## config.mk

```make
export PLATFORM = sky130hd
export DESIGN_NAME = blit_bus_responder
export DESIGN_NICKNAME = d
export VERILOG_FILES = /design/src/rtl/blit_bus_responder.sv
export SDC_FILE = /design/constraint.sdc
export NUM_CORES = 1
export LEC_CHECK = 0
export BUFFER_PORTS_ARGS = -buffer_cell sky130_fd_sc_hd__buf_2
export CELL_PAD_IN_SITES_DETAIL_PLACEMENT = 1
export CELL_PAD_IN_SITES_GLOBAL_PLACEMENT = 2
export CORE_MARGIN = 2
export CORE_UTILIZATION = 36
export DETAILED_ROUTE_END_ITERATION = 10
export PLACE_DENSITY = 0.83
export SLEW_MARGIN = 10
export SYNTH_ARGS = -nofsm -noshare
export SYNTH_HDL_FRONTEND = slang
export SYNTH_SLANG_ARGS = --single-unit
```

## constraint.sdc

```tcl
create_clock -name clk -period 3.76 [get_ports clk]
set_input_delay 0.564 -clock clk [delete_from_list [all_inputs] [get_ports clk]]
set_output_delay 0.564 -clock clk [all_outputs]
set_load 0.005 [all_outputs]
```

## src/rtl/blit_bus_responder.sv

```systemverilog
// ---------------------------------------------------------------------------
// blit_bus_responder
//
// Memory-side target for the blitter bus master. Arbitrates the blitter bus
// request into a registered grant, accepts one read/write cycle at a time,
// and turns it into a single phrase-wide memory request with byte enables.
// It completes each cycle with a one-cycle ack. Read data is returned
// lane-aligned according to justify.
//
// Ports
//   clk, reset_n         clock, asynchronous active-low reset
//   blit_breq[1:0]       bus request ([1] high priority, [0] normal)
//   ext_busy             another master owns memory; blocks new grants only
//   blit_back            bus grant to the blitter
//   mreq, read, width,   transaction strobe and fields, sampled while
//   address, justify,    granted and idle
//   wdata
//   ack, rdata           one-cycle completion pulse, read data (held)
//   mem_req, mem_we,     generic memory port; request held until mem_ready
//   mem_addr, mem_be,
//   mem_wdata
//   mem_rdata, mem_ready memory read data / one-cycle completion
// ---------------------------------------------------------------------------
module blit_bus_responder #(
  parameter int unsigned GRANT_DLY   = 2,  // 0..15
  parameter int unsigned WAIT_STATES = 1   // 0..7
) (
  input  logic        clk,
  input  logic        reset_n,
  input  logic [1:0]  blit_breq,
  input  logic        ext_busy,
  output logic        blit_back,
  input  logic        mreq,
  input  logic        read,
  input  logic [3:0]  width,
  input  logic [23:0] address,
  input  logic        justify,
  input  logic [63:0] wdata,
  output logic        ack,
  output logic [63:0] rdata,
  output logic        mem_req,
  output logic        mem_we,
  output logic [20:0] mem_addr,
  output logic [7:0]  mem_be,
  output logic [63:0] mem_wdata,
  input  logic [63:0] mem_rdata,
  input  logic        mem_ready
);

  typedef enum logic [2:0] {
    S_IDLE,
    S_GWAIT,
    S_OWNED,
    S_MEM,
    S_WAIT,
    S_ACKS
  } state_t;

  state_t      r_state;
  logic [3:0]  r_cnt;        // shared grant-delay / wait-state counter
  logic        r_read;
  logic        r_justify;
  logic [3:0]  r_n;          // effective byte count 1..8
  logic [2:0]  r_off;        // byte offset inside the phrase
  logic [63:0] r_rdata_hold; // formatted read data waiting out the wait states

  // -------------------------------------------------------------------------
  // Request-side byte arithmetic, evaluated from the live inputs so the
  // memory port fields can be registered on the accepting edge.
  // -------------------------------------------------------------------------
  logic [3:0]  w_n;
  logic [15:0] w_run;
  logic [7:0]  w_mask;
  logic [63:0] w_wdata_mem;

  // NOTE: every combinational output is assigned on every path through the
  // block; a path that skips an assignment would infer a latch.
  always_comb begin
    w_n         = (width == 4'd0 || width > 4'd8) ? 4'd8 : width;
    w_run       = (16'd1 << w_n) - 16'd1;
    // Bits shifted past lane 7 are dropped: a phrase-crossing transfer is
    // clipped rather than split.
    w_mask      = 8'(w_run << address[2:0]);
    w_wdata_mem = justify ? (wdata << {address[2:0], 3'b000}) : wdata;
  end

  // -------------------------------------------------------------------------
  // Read-side formatting from the latched cycle fields.
  // Right-justified reads keep the low n bytes of the shifted phrase; the
  // shift itself already zeroes lanes beyond the phrase end. Unjustified
  // reads keep only the enabled lanes.
  // -------------------------------------------------------------------------
  logic [15:0] w_keep_run;
  logic [7:0]  w_keep;
  logic [63:0] w_keep_bits;
  logic [63:0] w_rd_src;
  logic [63:0] w_rdata_fmt;

  always_comb begin
    w_keep_run = (16'd1 << r_n) - 16'd1;
    w_keep     = r_justify ? w_keep_run[7:0] : mem_be;
    w_rd_src   = r_justify ? (mem_rdata >> {r_off, 3'b000}) : mem_rdata;
    for (int i = 0; i < 8; i++) begin
      w_keep_bits[8*i +: 8] = {8{w_keep[i]}};
    end
    w_rdata_fmt = w_rd_src & w_keep_bits;
  end

  // -------------------------------------------------------------------------
  // Arbitration and transaction FSM; all outputs are registered here.
  // -------------------------------------------------------------------------
  always_ff @(posedge clk or negedge reset_n) begin
    if (!reset_n) begin
      r_state      <= S_IDLE;
      r_cnt        <= '0;
      r_read       <= 1'b0;
      r_justify    <= 1'b0;
      r_n          <= '0;
      r_off        <= '0;
      r_rdata_hold <= '0;
      blit_back    <= 1'b0;
      ack          <= 1'b0;
      rdata        <= '0;
      mem_req      <= 1'b0;
      mem_we       <= 1'b0;
      mem_addr     <= '0;
      mem_be       <= '0;
      mem_wdata    <= '0;
    end else begin
      // NOTE: sequential state uses non-blocking assignments only; this
      // default makes ack a single-cycle pulse unless ACKS entry re-sets it.
      ack <= 1'b0;

      case (r_state)
        S_IDLE: begin
          if (!ext_busy) begin
            if (blit_breq[1] || (blit_breq[0] && GRANT_DLY == 0)) begin
              r_state   <= S_OWNED;
              blit_back <= 1'b1;
            end else if (blit_breq[0]) begin
              r_state <= S_GWAIT;
              r_cnt   <= 4'(GRANT_DLY);
            end
          end
        end

        S_GWAIT: begin
          // Entry required ext_busy low and breq[1] low, so a high level
          // here is a rising edge.
          if (blit_breq == 2'b00 || ext_busy) begin
            r_state <= S_IDLE;
          end else if (blit_breq[1] || r_cnt <= 4'd1) begin
            r_state   <= S_OWNED;
            blit_back <= 1'b1;
          end else begin
            r_cnt <= r_cnt - 4'd1;
          end
        end

        S_OWNED: begin
          // A strobe wins over a dropped request: the cycle is accepted and
          // the grant is released after its ack.
          if (mreq) begin
            r_state   <= S_MEM;
            r_read    <= read;
            r_justify <= justify;
            r_n       <= w_n;
            r_off     <= address[2:0];
            mem_req   <= 1'b1;
            mem_we    <= ~read;
            mem_addr  <= address[23:3];
            mem_be    <= w_mask;
            mem_wdata <= w_wdata_mem;
          end else if (blit_breq == 2'b00) begin
            r_state   <= S_IDLE;
            blit_back <= 1'b0;
          end
        end

        S_MEM: begin
          if (mem_ready) begin
            mem_req <= 1'b0;
            mem_we  <= 1'b0;
            if (WAIT_STATES == 0) begin
              r_state <= S_ACKS;
              ack     <= 1'b1;
              if (r_read) rdata <= w_rdata_fmt;
            end else begin
              r_state      <= S_WAIT;
              r_cnt        <= 4'(WAIT_STATES);
              r_rdata_hold <= w_rdata_fmt;
            end
          end
        end

        S_WAIT: begin
          if (r_cnt <= 4'd1) begin
            r_state <= S_ACKS;
            ack     <= 1'b1;
            if (r_read) rdata <= r_rdata_hold;
          end else begin
            r_cnt <= r_cnt - 4'd1;
          end
        end

        S_ACKS: begin
          if (blit_breq != 2'b00) begin
            r_state <= S_OWNED;
          end else begin
            r_state   <= S_IDLE;
            blit_back <= 1'b0;
          end
        end

        default: begin
          r_state   <= S_IDLE;
          blit_back <= 1'b0;
          mem_req   <= 1'b0;
          mem_we    <= 1'b0;
        end
      endcase
    end
  end

endmodule

```

Word-level counts from Yosys, hierarchy flattened

Cells that the tools add are included.

Output and inout port bits: 161
Bits of input ports: 165
Register bits: 241

Bitwise logic cells: 4
$add $sub $neg: 3
Shift-type cells: 5
Reductions and logical operators: 17
Order comparisons: 2
Eq/ne operators: 22
Multiplexer cells: 38

Operators by type and width:

| kind                                                | count |
|---|---|
| two-way mux 64 bit                                  | 2 |
| bitwise AND 64 bit                                  | 1 |
| left shift 64 x 6 -> 64 bit                         | 1 |
| >> shifter 64 x 6 -> 64 bit                         | 1 |
| two-way mux 4 bit                                   | 8 |
| inequality test 2 bit, second input constant        | 14 |
| two-way mux 3 bit                                   | 9 |
| case mux 3 bit (6 select lines)                     | 1 |
| case mux 4 bit (4 select lines)                     | 1 |
| AND reduction 8 bit                                 | 2 |
| left shift 1 x 4 -> 16 bit, first input constant    | 1 |
| left shift 16 x 3 -> 8 bit                          | 1 |
| subtractor 16 x 1 -> 16 bit, second input constant  | 1 |
| two-way mux 1 bit                                   | 12 |
| inequality test 3 bit, second input constant        | 3 |
| two-way mux 8 bit                                   | 1 |
| left shift 1 x 4 -> 8 bit, first input constant     | 1 |
| subtractor 8 x 1 -> 8 bit, second input constant    | 1 |
| equality test 3 x 2 -> 1 bit, second input constant | 2 |
| equality test 3 bit, second input constant          | 2 |
| case mux 1 bit (3 select lines)                     | 2 |
| AND reduction 3 bit                                 | 2 |
| AND reduction 6 bit                                 | 1 |
| case mux 1 bit (5 select lines)                     | 1 |
| other kinds (15)                                    | 20 |

Longest topological paths before layout

Gate-level depths: netlist of the first run.

Word-level depth: 6
Depth in mapped cells: 10
Mapped depth without buffers: 8

Worst setup path before layout of the first run

OpenSTA, ideal clock, no wires.

Kind: input to register
Start: input width[2]
End: register mem_be[7]
Data arrival time: 2221 ps
Stages: 9
Library setup time: 126 ps
Setup slack: 1413 ps
Cell sequence: buf_2 > nor2_1 > nand3b_1 > ha_1 > buf_2 > mux2_2 > a211oi_2 > o21ai_0 > a221o_1

Cells in the longest elaborated chain, start to end: 6
Elaborated cells between the ends (all ways): 7
Those cells by class: add/sub: 1; order compare: 1; shift: 2; mux: 1; reduce/logical: 2

RTL lines:

| item                                                           | RTL line | text |
|---|---|---|
| start: declaration                                             | 35       | `input logic [3:0] width,` |
| > comparator 4 bit / logical NOT 4 bit (equally long branches) | 79       | `w_n = (width == 4'd0 \|\| width > 4'd8) ? 4'd8 : width;` |
| logical OR 1 bit                                               | 79       |  |
| two-way mux 4 bit *                                            | 79       |  |
| left shift 1 x 4 -> 16 bit *                                   | 80       | `w_run = (16'd1 << w_n) - 16'd1;` |
| subtractor 16 x 1 -> 16 bit *                                  | 80       |  |
| left shift 16 x 3 -> 8 bit *                                   | 83       | `w_mask = 8'(w_run << address[2:0]);` |
| end signal: assignment                                         | 172      | `mem_be <= w_mask;` |
| end: declaration                                               | 44       | `output logic [7:0] mem_be,` |

Every way passes the cells marked *; elsewhere a longest branch is shown, timed or not.
A chain may end at the register's enable or synchronous reset.

Worst setup path in the final report of the first run

Start: register r_n[2]
End: register r_rdata_hold[49]

Cells in the longest elaborated chain, start to end: 4

RTL lines:

| item                      | RTL line | text |
|---|---|---|
| start: declaration        | 63       | `logic [3:0] r_n;` |
| start signal: assignment  | 167      | `r_n <= w_n;` |
| left shift 1 x 4 -> 8 bit | 100      | `w_keep_run = (16'd1 << r_n) - 16'd1;` |
| subtractor 8 x 1 -> 8 bit | 100      |  |
| two-way mux 8 bit         | 101      | `w_keep = r_justify ? w_keep_run[7:0] : mem_be;` |
| bitwise AND 64 bit        | 106      | `w_rdata_fmt = w_rd_src & w_keep_bits;` |
| end signal: assignment    | 191      | `r_rdata_hold <= w_rdata_fmt;` |
| end: declaration          | 65       | `logic [63:0] r_rdata_hold;` |

No other way between the ends.

==> impl_metrics.py, run 1 <==
metrics = {
    "run_status": {
        "status": "completed",
    },
    "cts": {
        "clk-insertion-delay-late_ps": 580,
        "ctsHoldBuffers": 0,
        "cts_post_setup_buffers_inserted": 0,
        "cts_max_path_buffers": 3,
        "cts_root_buffer_type": "sky130_fd_sc_hd__clkbuf_16",
        "cts_buffers": 30,
        "h-tree-depth": 1,
        "cts_num_sinks": 241,
        "cts.repair.resized": 0,
        "worst_setup_hold_path_clk_slew_ps": 60,
        "cts_tree": "done",
    },
    "place": {
        "routabilityCongestion": 0.8907,
        "dp_slack_ps": 1097,
        "dpl.hpwl_um": 38230,
        "placedInstanceArea_um2": 15950,
        "portBuffers": 325,
    },
    "timing": {
        "fmax_ghz": 0.3742,
        "final-hold-violation-count": 0,
        "setup-tns-final_ps": 0,
        "timing.final.crit_period_ps": 2672,
        "timing_worst_slew_pin_value_ps": 1108,
        "timing.final.crit_share": 0.7107,
        "fin_worst_skew_ps": 16.44,
        "postLayoutSetupSlackWorst_ps": 1088,
        "setup_repair_after_global_routing_missed_its_margin": "false",
        "report.final.slew_viol_count": 0,
        "slew-limit-headroom": 0.2602,
        "holdWs_ps": 46.96,
        "final-setup-viol-count": 0,
    },
    "worst_setup_path": {
        "setup.worst_path.class": "flip-flop to flip-flop",
        "timing.critical_path.max_delay_family": "compound AO/OA/AOI/OAI gates",
        "critical_path_required_ps": 4220,
        "critPathLaunchType": "flip-flop",
        "cp.buffers_inverters": 0,
        "critical-path-slowest-cell": "sky130_fd_sc_hd__dfrtp_1",
        "critical_path_arrival_ps": 3140,
        "worst_setup_path_end_kind": "flip-flop",
        "crit_path_cell_trace": "nor3_1 -> nand2b_1 -> ha_1 -> nor3_1 -> a21oi_1 -> o211ai_1 -> o211ai_1 -> o21ai_0",
        "cp_slowest_stage_delay_ps": 500,
        "critical_path.max_fanout": 9,
    },
    "route": {
        "post-route-drc-count": 0,
        "detailedRoute.firstIterationViolations": 846,
        "totalWireLength_um": 52160,
        "detailedRoute.firstPassIterationCount": 5,
        "viasPerCell": 5.623,
        "ant_nets": 0,
        "detailroute.via_count": 12664,
        "avgRoutedWirePerCell_um": 23.16,
    },
    "final_layout": {
        "area_growth_syn_to_layout_pct": 22.09,
        "mostFrequentLayoutCell": "sky130_fd_sc_hd__buf_2",
        "final_cell_mix": "323 x sky130_fd_sc_hd__buf_2, 251 x sky130_fd_sc_hd__nand2_1, 238 x sky130_fd_sc_hd__dfrtp_1, 116 x sky130_fd_sc_hd__o21ai_0, 107 x sky130_fd_sc_hd__nor2_1",
        "drive_gt1_frac": 0.3090,
        "nets": 1874,
        "finish.instance_area_um2": 17090,
    },
    "logic_synthesis": {
        "synth_top_cell_by_area": "sky130_fd_sc_hd__dfrtp_1",
        "synth_flop_cell": "sky130_fd_sc_hd__dfrtp_1",
        "post_synth_main_area_contributors": "sky130_fd_sc_hd__dfrtp_1 43%, sky130_fd_sc_hd__nand2_1 6.8%, sky130_fd_sc_hd__mux2_4 6.4%, sky130_fd_sc_hd__mux2i_1 6.2%, sky130_fd_sc_hd__o21ai_0 4.1%",
        "proportion_of_synthesized_flip_flops_having_asynchronous_set_or_reset": 1.000,
        "synth_warnings": 0,
        "sequential_to_total_area_share_from_yosys_stat": 0.4309,
        "register_bit_total_from_synthesis": 241,
        "synth_top_cell_area_share": 0.4309,
        "average_footprint_of_a_synthesized_cell_um2": 9.773,
        "syn_area_um2": 13990,
        "synth.net_count": 1601,
        "synthesis.instances": 1432,
        "synth-edff-count": 0,
        "yosys.cell_types.count": 80,
    },
    "global_routing": {
        "antenna_violations_before_repair": 8,
        "track_usage": 0.2555,
        "grt-ovfl-total": 0,
        "grt_pass1_vias": 13374,
        "maximum_number_of_pins_on_one_net_before_global_route_repair": 106,
        "first_pass_grt_wire_length_um": 80690,
    },
    "min_path": {
        "min_path_type": "primary input to asynchronous set/reset pin",
    },
    "floorplan": {
        "floorplan.die_area_um2": 40470,
        "rows": 72,
        "floorplan.core_area_um2": 38470,
        "die_x_um": 201.2,
        "ios": 326,
        "dieHeight_um": 201.2,
        "initial_utilization": 0.3638,
    },
    "pwr": {
        "power.density_cell_area_nw_per_um2": 749.5,
        "ir_drop_v": 0.0003382,
        "leakagePower_nw": 8.405,
    },
    "job": {
        "max_cap_violations": 0,
    },
}
-- metal layers --
metal / part of all wire / wire length (µm) / track usage
met5: 0.00052 / 27 / 0
met3: 0.062 / 3255 / 0.05426
met1: 0.43 / 22260 / 0.3307
met4: 0.030 / 1550 / 0.09365
met2: 0.48 / 25070 / 0.4215
-- final cells by class --
| cell class | instances | area [µm²] |
|---|---|---|
| clock inverter | 16 | 284.0 |
| tap | 518 | 648.1 |
| sequential | 241 | 6037 |
| clock buffer | 39 | 834.6 |
| inverter | 16 | 60.06 |
| antenna | 6 | 15.01 |
| fill | 4496 | 21380 |
| timing repair buffer | 354 | 1907 |
| multi-input combinational | 1062 | 7301 |
-- report_power, final --
group          switching (W)  total (W)  internal (W)
clock                0.00120    0.00325       0.00205
combinational        0.00274    0.00497       0.00224
sequential          0.000971    0.00459       0.00362
-- state kept, by name (all words and copies together), names as in the netlist, 3 cells and up --
register and cells:
r_n 4, rdata 64, r_state 3, mem_wdata 64
r_off 3, r_rdata_hold 64, mem_be 8, r_cnt 4
mem_addr 21
-- kinds of logic (layout without fill, tap and decap cells) --
kind of cell    Yosys count  count (layout)  synth area share
other cells               1               7         0.0002680
simple gates            461             461            0.1460
flops                   241             241            0.4309
compound gates          416             416            0.2047
mux                     177             177            0.1636
fa+ha+maj                 4               4          0.003576
xor+xnor                  3               3          0.001878
buf+inv                 129             425           0.04899
-- through the flow --
stage | utilization | cells | total power [W]
6_report | 0.4442 | 2252 | 0.01281
5_1_grt | 0.4441 | 2250 | 0.01369
4_1_cts | 0.4438 | 2246 | 0.01292
3_5_place_dp | 0.4147 | 2191 | 0.009607
3_3_place_gp | 0.4147 | 2191 | 0.009465
2_1_floorplan | - | 1432 | 0.007552
-- synth_stat cells (all sizes together), types with 7 or more instances --
master / instances
o21ai: 117
mux4: 16
a32oi: 9
buf: 63
a31o: 15
inv: 16
o221ai: 14
nor3: 8
o2bb2ai: 13
nand2: 253
nor2b: 27
a2bb2oi: 7
nand2b: 24
nor2: 111
a22oi: 17
a221oi: 23
a21oi: 60
o211ai: 18
a22o: 25
mux2i: 87
mux2: 74
a211o: 7
clkbuf: 50
nand3: 12
o31ai: 13
dfrtp: 241
o22ai: 29
o41ai: 7
a211oi: 11
o211a: 8
-- worst reg2reg max path, cell delays in order, from the launching register on --
cell and delay [ps]:
sky130_fd_sc_hd__dfrtp_1 500, sky130_fd_sc_hd__nor3_1 290, sky130_fd_sc_hd__nand2b_1 130, sky130_fd_sc_hd__ha_1 290
sky130_fd_sc_hd__nor3_1 280, sky130_fd_sc_hd__a21oi_1 70, sky130_fd_sc_hd__o211ai_1 170, sky130_fd_sc_hd__o211ai_1 440
sky130_fd_sc_hd__o21ai_0 390
-- path summary, 6_finish.rpt --
| check | startpoint | to | slack (ps) | cells after the start |
|---|---|---|---|---|
| setup / recovery | r_n[2] | r_rdata_hold[49] | 1090 | 8 |
| hold / removal | reset_n | rdata[12] | 50 | 1 |
| setup reg to reg | r_n[2] | r_rdata_hold[49] | 1090 | 8 |
| hold reg to reg | mem_addr[14] | mem_addr[14] | 470 | 2 |
| max in group asynchronous | reset_n | mem_wdata[0] | 2730 | 2 |
| min in group clk | address[20] | mem_addr[17] | 180 | 3 |
Note: power is estimated with default switching activity, not from simulation.
==> run 2, diff against run 1 <==
Settings changed: CORE_UTILIZATION 36 to 34, PLACE_DENSITY 0.83 to 0.79.
Clock period 3.76 ns to 2.7 ns, I/O delays scaled along.
==> impl_metrics.py, run 2 (synthesized netlist as in run 1, its figures left out) <==
metrics = {
    "run_status": {
        "status": "completed",
    },
    "timing": {
        "setup_repair_after_global_routing_missed_its_margin": "false",
        "timing.final.crit_period_ps": 2351,
        "fin_worst_skew_ps": 19.08,
        "fmax_ghz": 0.4253,
        "report.final.slew_viol_count": 0,
        "final-setup-viol-count": 0,
        "timing_worst_slew_pin_value_ps": 919.9,
        "timing.final.crit_share": 0.8708,
        "setup-tns-final_ps": 0,
        "holdWs_ps": 42.90,
        "slew-limit-headroom": 0.3855,
        "final-hold-violation-count": 0,
    },
    "final_layout": {
        "nFillCells": 4717,
        "area_of_all_sequential_standard_cells_um2": 6037,
        "final_cell_mix": "323 x sky130_fd_sc_hd__buf_2, 251 x sky130_fd_sc_hd__nand2_1, 238 x sky130_fd_sc_hd__dfrtp_1, 116 x sky130_fd_sc_hd__o21ai_0, 107 x sky130_fd_sc_hd__nor2_1",
        "multiInputGateArea_um2": 7301,
        "drive_gt1_frac": 0.3148,
        "mostFrequentLayoutCell": "sky130_fd_sc_hd__buf_2",
        "fin_cells": 2281,
        "nets": 1893,
        "biggestRegsByFlops": "mem_wdata: 64 flops, r_rdata_hold: 64 flops, rdata: 64 flops",
        "area_growth_syn_to_layout_pct": 22.76,
        "utilization_of_the_core_after_routing": 0.4217,
    },
    "floorplan": {
        "floorplan.core_area_um2": 40740,
        "die_x_um": 206.9,
        "initial_utilization": 0.3435,
        "floorplan.die_area_um2": 42800,
        "dieHeight_um": 206.9,
        "ios": 326,
        "rows": 74,
    },
    "global_routing": {
        "maximum_number_of_pins_on_one_net_before_global_route_repair": 70,
        "antenna_violations_before_repair": 8,
        "grt-ovfl-total": 0,
        "track_usage": 0.2436,
        "grt_pass1_vias": 13244,
        "first_pass_grt_wire_length_um": 80000,
    },
    "worst_setup_path": {
        "cp.buffers_inverters": 0,
        "critical-path-slowest-cell": "sky130_fd_sc_hd__a211oi_2",
        "critPathLaunchType": "flip-flop",
        "critical_path_required_ps": 3190,
        "setup.worst_path.class": "flip-flop to flip-flop",
        "worst_setup_path_end_kind": "flip-flop",
        "crit_path_cell_trace": "nor3_1 -> nand2b_1 -> ha_1 -> xnor2_1 -> a211oi_2 -> o211ai_1 -> nand2_1",
        "critical_path_arrival_ps": 2850,
        "critical_path.max_fanout": 9,
        "timing.critical_path.max_delay_family": "compound AO/OA/AOI/OAI gates",
        "cp_slowest_stage_delay_ps": 630,
        "r2r_slack_ps": 350,
    },
    "route": {
        "detailedRoute.firstIterationViolations": 698,
        "detailedRoute.firstPassIterationCount": 5,
        "detailroute.via_count": 12766,
        "avgRoutedWirePerCell_um": 23.37,
        "post-route-drc-count": 0,
        "viasPerCell": 5.597,
        "ant_nets": 0,
        "totalWireLength_um": 53310,
    },
    "job": {
        "max_cap_violations": 0,
    },
    "place": {
        "routabilityCongestion": 0.8874,
        "dpl.hpwl_um": 40160,
        "placedCellCount": 2223,
        "portBuffers": 325,
    },
    "pwr": {
        "power.density_cell_area_nw_per_um2": 1016,
        "p_total_w": 0.01745,
        "ir_drop_v": 0.0004820,
        "leakagePower_nw": 8.470,
    },
    "cts": {
        "clk-insertion-delay-late_ps": 570,
        "cts.repair.resized": 0,
        "cts_buffers": 28,
        "cts_max_path_buffers": 3,
        "worst_setup_hold_path_clk_slew_ps": 60,
        "cts_tree": "done",
        "h-tree-depth": 1,
        "cts_root_buffer_type": "sky130_fd_sc_hd__clkbuf_16",
        "cts_num_sinks": 241,
    },
    "min_path": {
        "min_path_type": "primary input to flip-flop",
    },
}
run 2: power by group:
part | total [W] | internal (W) | switching, W
clock network | 0.00393 | 0.00234 | 0.00159
registers | 0.00635 | 0.00504 | 0.00131
logic | 0.00717 | 0.00325 | 0.00392
run 2: layer usage:
metal,vias to the layer above,wire length (µm),track usage
met5,-,32,0
met4,6,1817,0.08992
met3,102,3215,0.04725
met2,345,26130,0.4079
met1,6511,22120,0.3122
li1,5802,-,-
run 2: layout make-up:
| type | count | share of cell area |
|---|---|---|
| diodes | 5 | 0.0007283 |
| clock buffers | 40 | 0.04872 |
| clock inverters | 10 | 0.006555 |
| inverters | 16 | 0.003496 |
| multi-input cells | 1062 | 0.4250 |
| flip-flops and latches | 241 | 0.3514 |
| well taps | 532 | 0.03874 |
| repair buffers | 375 | 0.1254 |
run 2: repair_timing:
action                                 CTS  global route
buffers inserted                         0             2
hold buffers                             1             0
endpoints found under the hold margin   61             0
setup endpoints to repair                0             9
run 2: through the flow:
stage / setup slack, ps / area (µm²)
5_1_grt: 87.67 / 17180
2_1_floorplan: 512.4 / 13990
3_5_place_dp: 244.9 / 16190
6_report: 348.9 / 17180
4_1_cts: 204.1 / 17150
3_3_place_gp: 293.7 / 16190
run 2: final timing paths:
path | depth (start not counted) | startpoint | endpoint
setup / recovery | 7 | r_n[2] | r_rdata_hold[19]
hold / removal | 3 | address[16] | mem_addr[13]
setup reg to reg | 7 | r_n[2] | r_rdata_hold[19]
hold reg to reg | 2 | mem_wdata[5] | mem_wdata[5]
max in group asynchronous | 3 | reset_n | mem_wdata[30]
min in group asynchronous | 2 | reset_n | rdata[27]
run 2: worst reg2reg max path, stage by stage (launching register included):
cell and delay, ps:
sky130_fd_sc_hd__dfrtp_1 500, sky130_fd_sc_hd__nor3_1 290, sky130_fd_sc_hd__nand2b_1 120, sky130_fd_sc_hd__ha_1 290, sky130_fd_sc_hd__xnor2_1 170, sky130_fd_sc_hd__a211oi_2 630
sky130_fd_sc_hd__o211ai_1 190, sky130_fd_sc_hd__nand2_1 100
==> run 3, diff against run 2 <==
==> constraint.sdc (replaced) <==
create_clock -name clk -period 2.7 [get_ports clk]
set_input_delay 0.54 -clock clk [delete_from_list [all_inputs] [get_ports clk]]
set_output_delay 0.54 -clock clk [all_outputs]
set_load 0.005 [all_outputs]
==> impl_metrics.py, run 3 (synthesized netlist as in run 1, its figures left out) <==
metrics = {
    "run_status": {
        "status": "completed",
    },
    "floorplan": {
        "floorplan.die_area_um2": 42800,
        "initial_utilization": 0.3435,
        "floorplan.core_area_um2": 40740,
        "dieHeight_um": 206.9,
        "rows": 74,
        "die_x_um": 206.9,
        "ios": 326,
    },
    "worst_setup_path": {
        "setup.worst_path.class": "flip-flop to flip-flop",
        "critical_path_arrival_ps": 2820,
        "critical-path-slowest-cell": "sky130_fd_sc_hd__dfrtp_1",
        "critical_path.max_fanout": 9,
        "cp_slowest_stage_delay_ps": 510,
        "critical_path_required_ps": 3180,
        "crit_path_cell_trace": "nor3_2 -> nand2b_1 -> ha_1 -> nor2_1 -> o21a_1 -> o221ai_1 -> o21ai_0",
        "critPathLaunchType": "flip-flop",
        "worst_setup_path_end_kind": "flip-flop",
    },
    "pwr": {
        "p_total_w": 0.01743,
        "leakagePower_nw": 8.480,
        "power_report.internal_total_w": 0.01065,
        "sequentialPowerShare": 0.362,
        "power.density_cell_area_nw_per_um2": 1014,
        "clkPwrFrac": 0.226,
        "ir_drop_v": 0.0004219,
        "combPwrFrac": 0.413,
        "netSwitchingPower_w": 0.006783,
        "switching_share": 0.3891,
    },
    "route": {
        "viasPerCell": 5.529,
        "detailedRoute.firstPassIterationCount": 5,
        "totalWireLength_um": 53000,
        "post-route-drc-count": 0,
        "detailroute.via_count": 12655,
        "avgRoutedWirePerCell_um": 23.15,
        "ant_nets": 0,
        "detailedRoute.firstIterationViolations": 863,
    },
    "cts": {
        "h-tree-depth": 1,
        "cts_max_path_buffers": 3,
        "worst_setup_hold_path_clk_slew_ps": 60,
        "cts_root_buffer_type": "sky130_fd_sc_hd__clkbuf_16",
        "cts_buffers": 28,
        "cts_tree": "done",
        "cts_num_sinks": 241,
        "clk-insertion-delay-late_ps": 570,
    },
    "timing": {
        "report.final.slew_viol_count": 0,
        "slew-limit-headroom": 0.3526,
        "final-setup-viol-count": 0,
        "timing.final.crit_period_ps": 2333,
        "timing_worst_slew_pin_value_ps": 969.1,
        "fin_worst_skew_ps": 14.78,
        "timing.final.crit_share": 0.8640,
        "final-hold-violation-count": 0,
        "setup_repair_after_global_routing_missed_its_margin": "false",
        "setup-tns-final_ps": 0,
        "fmax_ghz": 0.4287,
    },
    "final_layout": {
        "area_growth_syn_to_layout_pct": 22.90,
        "biggestRegsByFlops": "mem_wdata: 64 flops, r_rdata_hold: 64 flops, rdata: 64 flops",
        "final_cell_mix": "323 x sky130_fd_sc_hd__buf_2, 251 x sky130_fd_sc_hd__nand2_1, 238 x sky130_fd_sc_hd__dfrtp_1, 116 x sky130_fd_sc_hd__o21ai_0, 106 x sky130_fd_sc_hd__nor2_1",
        "nFillCells": 4723,
        "drive_gt1_frac": 0.3147,
        "mostFrequentLayoutCell": "sky130_fd_sc_hd__buf_2",
        "nets": 1899,
    },
    "global_routing": {
        "track_usage": 0.2415,
        "maximum_number_of_pins_on_one_net_before_global_route_repair": 67,
        "grt_pass1_vias": 13184,
        "antenna_violations_before_repair": 7,
        "first_pass_grt_wire_length_um": 79180,
        "grt-ovfl-total": 0,
    },
    "place": {
        "dpl.hpwl_um": 40000,
        "portBuffers": 325,
        "routabilityCongestion": 0.9042,
    },
    "job": {
        "max_cap_violations": 0,
    },
    "min_path": {
        "min_path_type": "primary input to flip-flop",
    },
}
-- run 3: cell count changes in the layout (fill, tap and decap cells not counted), sizes merged --
cell,delta
buf,+6
clkbuf,+4
clkinv,-3
bufinv,+1
clkinvlp,-1
diode,+1
-- run 3: through the flow --
step	worst slack, ps	hold slack [ps]	cell area [µm²]	cells	utilization
floorplan	377.4	244.4	13990	1432	-
global placement	241.5	447.5	16220	2230	0.3982
detailed placement	80.74	454.9	16220	2230	0.3982
CTS	234.4	146.3	17170	2282	0.4214
global route	80.42	164.2	17190	2287	0.4221
finish	367.3	171.1	17200	2289	0.4222
-- run 3: timing repair --
item / in CTS / in global routing
setup endpoints to repair: 0 / 11
buffers inserted: 0 / 1
gates resized for setup: 0 / 1
hold buffers: 1 / 0
endpoints found under the hold margin: 59 / 0
-- run 3: area by class of cell --
cell class,instances,area [µm²],area share
Multi-Input combinational cell,1062,7308,0.4249
Sequential cell,241,6037,0.3510
Timing Repair Buffer,381,2175,0.1264
Clock buffer,44,822.0,0.04780
Tap cell,532,665.6,0.03870
Clock inverter,7,116.4,0.006766
Inverter,16,60.06,0.003492
Antenna cell,6,15.01,0.0008730
-- run 3: layer usage --
metal | global-route usage | up-vias | share of wire
met4 | 0.08941 | 6 | 0.032
met1 | 0.3114 | 6396 | 0.42
met2 | 0.4021 | 344 | 0.48
met5 | 0 | - | 0.00064
met3 | 0.04662 | 103 | 0.058
li1 | - | 5806 | -
-- run 3: worst paths after layout --
kind	depth (start not counted)	slack (ps)	endpoint	from
worst max register to register	7	370	r_rdata_hold[8]	r_n[2]
worst max-delay path	7	370	r_rdata_hold[8]	r_n[2]
worst min register to register	2	460	mem_wdata[5]	mem_wdata[5]
min in group asynchronous	2	540	rdata[24]	reset_n
max in group asynchronous	3	1430	mem_wdata[26]	reset_n
worst min-delay path	3	170	mem_addr[1]	address[4]
-- run 3: critical path, delay by kind of cell (launching register included) --
kind,cells,cell delay [ps]
adders and majority gates,1,300
and+or+nand+nor,3,520
AOI/OAI and AO/OA,3,910
DFF,1,510
-- run 3: power by group through the flow --
stage / clock network, W / registers (W) / logic, W
2_1_floorplan: 0 / 0.00586 / 0.00466
5_1_grt: 0.00417 / 0.00652 / 0.00796
6_report: 0.00393 / 0.00630 / 0.00719
3_3_place_gp: 0 / 0.00627 / 0.00703
4_1_cts: 0.00404 / 0.00630 / 0.00725
3_5_place_dp: 0 / 0.00634 / 0.00722
